**src/rtl/counter_run_controller_pkg.sv**
```systemverilog
`default_nettype none
// ============================================================================
// Module : counter_run_controller_pkg
// Brief  : Shared state encoding and default sizing for the run controller.
// Rev    : 1.0
// ============================================================================
package counter_run_controller_pkg;

    localparam int DEF_TICK_DIV = 50000000;
    localparam int DEF_CNT_W    = 4;

    typedef enum logic [2:0] {
        ST_IDLE = 3'd0,
        ST_RUN  = 3'd1,
        ST_STEP = 3'd2,
        ST_LOAD = 3'd3,
        ST_DONE = 3'd4
    } state_t;

    // Prescaler register width; TICK_DIV is at least 2, so this is never 0.
    function automatic int prescale_bits(input int div);
        return (div <= 2) ? 1 : $clog2(div);
    endfunction

endpackage
`default_nettype wire

```
**src/rtl/counter_run_controller_tick_prescaler.sv**
```systemverilog
`default_nettype none
// ============================================================================
// Module : tick_prescaler
// Brief  : Free-running 0..TICK_DIV-1 counter with a strobe on the last count;
//          held at zero whenever run is low.
// Rev    : 1.0
// ============================================================================
module tick_prescaler
    import counter_run_controller_pkg::*;
#(
    parameter int TICK_DIV = DEF_TICK_DIV
) (
    input  logic clock,
    input  logic reset,
    input  logic run,
    output logic tick
);

    localparam int             c_W    = prescale_bits(TICK_DIV);
    localparam logic [c_W-1:0] c_LAST = c_W'(TICK_DIV - 1);
    localparam logic [c_W-1:0] c_ONE  = c_W'(1);

    logic [c_W-1:0] r_count;

    always_ff @(posedge clock) begin
        if (reset || !run) begin
            r_count <= '0;
        end else if (r_count == c_LAST) begin
            r_count <= '0;
        end else begin
            r_count <= r_count + c_ONE;
        end
    end

    assign tick = (r_count == c_LAST);

endmodule
`default_nettype wire

```
**src/rtl/counter_run_controller.sv**
```systemverilog
`default_nettype none
// ============================================================================
// Module : counter_run_controller
// Brief  : Turns board start/step/clear commands into one-cycle enable and
//          load strobes for an external up/down counter.
// Rev    : 1.0
// ============================================================================
module counter_run_controller
    import counter_run_controller_pkg::*;
#(
    parameter int TICK_DIV = DEF_TICK_DIV,
    parameter int CNT_W    = DEF_CNT_W
) (
    input  logic             clock,
    input  logic             reset,
    input  logic             start_stop_i,
    input  logic             step_i,
    input  logic             clear_i,
    input  logic             dir_i,
    input  logic             mode_i,
    input  logic [CNT_W-1:0] cnt_q,
    output logic             cnt_en,
    output logic             cnt_up,
    output logic             cnt_ld,
    output logic [CNT_W-1:0] cnt_ld_val,
    output logic             tick,
    output logic             running,
    output logic             done
);

    state_t     r_state;
    logic       r_restart;
    logic       r_cnt_en;
    logic       r_cnt_ld;
    logic       r_cnt_up;
    logic       r_ss_d;
    logic       r_step_d;
    logic       r_clr_d;

    logic             w_ss_edge;
    logic             w_step_edge;
    logic             w_clr_edge;
    logic [CNT_W-1:0] w_term;
    logic             w_stop_oneshot;
    logic             w_tick;
    logic             w_run_hold;

    // Delay registers come out of reset high so a level held through reset is not an edge.
    always_ff @(posedge clock) begin
        if (reset) begin
            r_ss_d   <= 1'b1;
            r_step_d <= 1'b1;
            r_clr_d  <= 1'b1;
        end else begin
            r_ss_d   <= start_stop_i;
            r_step_d <= step_i;
            r_clr_d  <= clear_i;
        end
    end

    assign w_ss_edge      = start_stop_i & ~r_ss_d;
    assign w_step_edge    = step_i & ~r_step_d;
    assign w_clr_edge     = clear_i & ~r_clr_d;

    assign w_term         = r_cnt_up ? '1 : '0;
    assign w_stop_oneshot = mode_i && (cnt_q == w_term);

    // Prescaler only advances while RUN is being kept, so it is zero on every RUN entry.
    assign w_run_hold = (r_state == ST_RUN) && !w_clr_edge && !w_ss_edge
                        && !(w_tick && w_stop_oneshot);

    tick_prescaler #(
        .TICK_DIV (TICK_DIV)
    ) u_prescaler (
        .clock (clock),
        .reset (reset),
        .run   (w_run_hold),
        .tick  (w_tick)
    );

    always_ff @(posedge clock) begin
        if (reset) begin
            r_state   <= ST_IDLE;
            r_restart <= 1'b0;
            r_cnt_en  <= 1'b0;
            r_cnt_ld  <= 1'b0;
            r_cnt_up  <= 1'b1;
        end else begin
            r_cnt_en <= 1'b0;
            r_cnt_ld <= 1'b0;
            if (r_state == ST_IDLE || r_state == ST_DONE) begin
                r_cnt_up <= dir_i;
            end

            case (r_state)
                ST_IDLE: begin
                    if (w_clr_edge) begin
                        r_state   <= ST_LOAD;
                        r_restart <= 1'b0;
                    end else if (w_ss_edge) begin
                        r_state <= ST_RUN;
                    end else if (w_step_edge) begin
                        r_state <= ST_STEP;
                    end
                end

                ST_RUN: begin
                    if (w_clr_edge) begin
                        r_state   <= ST_LOAD;
                        r_restart <= 1'b0;
                    end else if (w_ss_edge) begin
                        r_state <= ST_IDLE;
                    end else if (w_tick) begin
                        if (w_stop_oneshot) begin
                            r_state <= ST_DONE;
                        end else begin
                            r_cnt_en <= 1'b1;
                        end
                    end
                end

                ST_STEP: begin
                    if (w_stop_oneshot) begin
                        r_state <= ST_DONE;
                    end else begin
                        r_cnt_en <= 1'b1;
                        r_state  <= ST_IDLE;
                    end
                end

                ST_LOAD: begin
                    r_cnt_ld <= 1'b1;
                    r_state  <= r_restart ? ST_RUN : ST_IDLE;
                end

                ST_DONE: begin
                    if (w_clr_edge) begin
                        r_state   <= ST_LOAD;
                        r_restart <= 1'b0;
                    end else if (w_ss_edge) begin
                        r_state   <= ST_LOAD;
                        r_restart <= 1'b1;
                    end
                end

                default: begin
                    r_state <= ST_IDLE;
                end
            endcase
        end
    end

    assign cnt_en     = r_cnt_en;
    assign cnt_ld     = r_cnt_ld;
    assign cnt_up     = r_cnt_up;
    assign cnt_ld_val = r_cnt_up ? '0 : '1;
    assign tick       = w_tick;
    assign running    = (r_state == ST_RUN);
    assign done       = (r_state == ST_DONE);

endmodule
`default_nettype wire

```
**config.mk**
```make
export PLATFORM = sky130hd
export DESIGN_NAME = counter_run_controller
export DESIGN_NICKNAME = d
export VERILOG_FILES = /design/src/rtl/counter_run_controller_pkg.sv /design/src/rtl/counter_run_controller_tick_prescaler.sv /design/src/rtl/counter_run_controller.sv
export SDC_FILE = /design/constraint.sdc
export NUM_CORES = 1
export LEC_CHECK = 0
export BUFFER_PORTS_ARGS = -buffer_cell sky130_fd_sc_hd__buf_4
export CORE_ASPECT_RATIO = 0.5
export CORE_MARGIN = 4
export CORE_UTILIZATION = 35
export DETAILED_ROUTE_END_ITERATION = 6
export GPL_TIMING_DRIVEN = 1
export MAX_ROUTING_LAYER = met4
export PLACE_DENSITY = 0.54
export SETUP_SLACK_MARGIN = 0.1
export SLEW_MARGIN = 10
export SYNTH_ARGS = -nofsm -noshare
export SYNTH_HDL_FRONTEND = slang
export SYNTH_SLANG_ARGS = --single-unit
```
**constraint.sdc**
```tcl
create_clock -name clock -period 3 [get_ports clock]
set_input_delay 0.6 -clock clock [delete_from_list [all_inputs] [get_ports clock]]
set_output_delay 0.6 -clock clock [all_outputs]
set_load 0.02 [all_outputs]
```
==> qor.csv <==
stage;metric;value;unit
status;status;finished, final reports clean;
cts;cts_root_buf;clkbuf_8;
global_route;grt_pass1_vias;1504;
timing;slew_headroom;60.1;%
floorplan;coreArea;4980;um2
setup_path;worst-path-buf-inv;1;
worst_hold_path;hold_path.class;reg -> reg;
pwr;leakage;0.630;nW
cts;clkTransAtPathRegs;0.07;ns
finish;final_area;2060;um2
setup_path;rr_endpoint;u_prescaler.r_count[7];
finish;final_nets;234;
timing;worst_slew_pin_slew;0.593;ns
setup_path;cp_top_family;simple AND/OR/NAND/NOR gates;
yosys;synth_seq_area_share;39.6;%
yosys;async_reset_ff_share;0;%
routing;first_iter_violations;83;
setup_path;crit_fanout;5;
routing;via_count;1563;
setup_path;crit_chain;ha_1 -> nand3_1 -> nor4_1 -> and2_1 -> buf_4;
finish;syn_to_final_growth;13.1;%
global_route;groute.usage.overall;14.0;%
floorplan;fp.dieW;110;um
timing;finalHoldViolations;0;
setup_path;cp_data_required_time;2.40;ns
cts;ctsHoldBuffers;0;
routing;first_pass_iters;4;
timing;rsz0062_at_grt;no;
worst_hold_path;hold_depth;2;
worst_hold_path;hold_path.startpoint;u_prescaler.r_count[23];
pwr;p_clk_share;36.8;%
setup_path;critical_path_arrival;1.98;ns
floorplan;start_util;36.6;%
finish;fin_util;41.4;%
routing;wl_per_cell;13.4;um
yosys;yosysMostFrequentCell;dfxtp_1;
routing;drc_errors;0;
timing;max_freq;388;MHz
cts;cts_resized;0;
cts;h-tree-depth;2;
finish;register_area;721;um2
finish;final_cells;293;
timing;skew;0.00407;ns
routing;viasPerCell;5.33;
setup_path;cp-start-kind;flip-flop;
pwr;p_sw_share;24.8;%
yosys;ys_top_cells_by_area;dfxtp_1 (40%), nor2_1 (4.3%), or4_1 (3.7%);
pwr;switchingPower;0.239;mW
yosys;yosysUniqueCellTypes;48;
setup_path;worst_path_max_delay_cell;nor4_1;
cts;cts_tree;yes;
timing;setup_viol;0;
place;place_hpwl;2.76;mm
setup_path;criticalPathCategory;reg -> out;
cts;cts_sinks;36;
global_route;grt_max_degree;27;
setup_path;crit_path_end_kind;primary output;
floorplan;rows;18;
yosys;synth_top_area_share;39.6;%
cts;postCtsSetupRepairBufs;0;
global_route;antenna_found_initial;0;
cts;cts_buffers;5;
yosys;syn_inst;209;
place;port_buffers;20;
yosys;netlist_area;1820;um2
timing;final_max_slew_viol_count;0;
pwr;powerDensity;467;nW/um2
yosys;ys.flop_type;dfxtp_1;
global_route;grt_pass1_wl;6.79;mm
setup_path;rrSetupSlack;0.83;ns
worst_hold_path;hold_path_end;u_prescaler.r_count[23];
pwr;seqPwrFrac;52.4;%
pwr;pwr-share-comb;10.8;%
cts;clock_latency;0.29;ns
floorplan;dieArea;6490;um2
floorplan;pin_count;21;
finish;antenna_cells;0;
place;dpl_cell_area;1970;um2
place;gp_congestion;0.761;
yosys;synth_edf_count;0;
pwr;p_int;0.723;mW
job;max_cap_violations;0;
timing;period_needed;2.58;ns
floorplan;die_y;59.0;um
timing;fin_crit_sh;85.9;%
yosys;synth_nets;221;
routing;finalWirelength;3.93;mm
pwr;ir_drop;0.000190;V
routing;ant_nets;0;
cts;cts.path.max_buffers;2;
finish;multiInputGateArea;986;um2
yosys;yosysWarnings;0;
global_route;grt_overflow;0;
setup_path;worstRegToRegCells;5;
yosys;netlist.top_cell.by_area;dfxtp_1;
finish;nFillCells;499;
timing;fin_setup_tns;0;ns
setup_path;r2r_start;u_prescaler.r_count[0];
place;dpl.cell_count;285;
yosys;ys_top_cells_by_count;dfxtp_1 (36), nor2_1 (21), a21oi_1 (13), nand2_1 (11), or4_1 (9);
yosys;ys_seq_elements;36;
timing;hold_ws;0.479;ns
finish;final_layout_size_suffix_gt1_share;18.4;%
setup_path;cp_slowest_stage_delay;0.57;ns
yosys;avgSynthCellArea;8.72;um2
## worst max-delay path by stage
stage,end,cells past startpoint,from
after global placement,tick,5,u_prescaler.r_count[0]
after floorplan,tick,3,u_prescaler.r_count[18]
after detailed placement,tick,5,u_prescaler.r_count[0]
final,tick,5,u_prescaler.r_count[0]
after CTS,tick,5,u_prescaler.r_count[0]
after global routing,tick,5,u_prescaler.r_count[0]
## routing by layer
metal	GRT usage (%)	share of wire, %
met1	17.9	51
met2	20.9	43
met3	4.24	5.0
met4	5.33	1.5
met5	-	0
## worst reg2reg max path: cells and delay by family, from the launching register on
kind | cells | cell delay [ns]
compound gates | 1 | 0.60
fa+ha+maj | 1 | 0.23
flops | 1 | 0.38
simple gates | 3 | 0.83
## kinds of logic (layout without fill, tap and decap cells)
group                      Yosys count  count (layout)  share of synthesized area (%)
DFF                                 36              36                           39.6
AOI/OAI and AO/OA                   39              39                           14.4
xor gates and xnor gates            12              12                           5.77
and+or+nand+nor                     99              99                           32.8
adders and majority gates            1               1                          0.687
muxes                                1               1                          0.549
buffers and inverters               21              35                           6.32
## layout make-up
type	instances	share of cell area, %
sequential	36	35.0
tap	70	4.25
inverter	7	1.28
timing repair buffer	20	7.29
multi-input combinational	152	47.8
clock buffer	8	4.37
## through the flow
step,power (mW),worst slack (ns)
finish,0.962,0.424
global route,1.01,0.251
CTS,0.976,0.416
detailed placement,0.620,0.739
global placement,0.619,0.774
floorplan,0.589,0.953
## cell usage in the layout, fill, tap and decap left out, types with 3 or more instances in the layout
cell      count
a21oi_1      13
inv_1         7
xnor2_1       6
nand2_1      11
or3_1         5
nand4_1       8
nand3_1       8
o31ai_1       8
nor4_1        6
or2_2         3
o21ai_0       6
buf_4        20
or4_1         9
nor2_1       21
xor2_1        6
nand2b_1      6
clkbuf_8      6
dfxtp_1      36
nor3_1        3
## sequential cells by signal, summed over array words and instances (netlist names)
signal and flops:
cnt_ld 1, r_clr_d 1, r_ss_d 1, r_restart 1, u_prescaler.r_count 26, cnt_up 1
r_state 3, cnt_en 1, r_step_d 1
## power by group through the flow
stage	clock, mW	sequential (mW)	combinational [mW]
final	0.354	0.504	0.104
after global routing	0.385	0.506	0.117
after CTS	0.367	0.504	0.105
after detailed placement	0	0.515	0.105
after global placement	0	0.515	0.104
after floorplan	0	0.508	0.0812
Power figures use the tool's default switching activity.
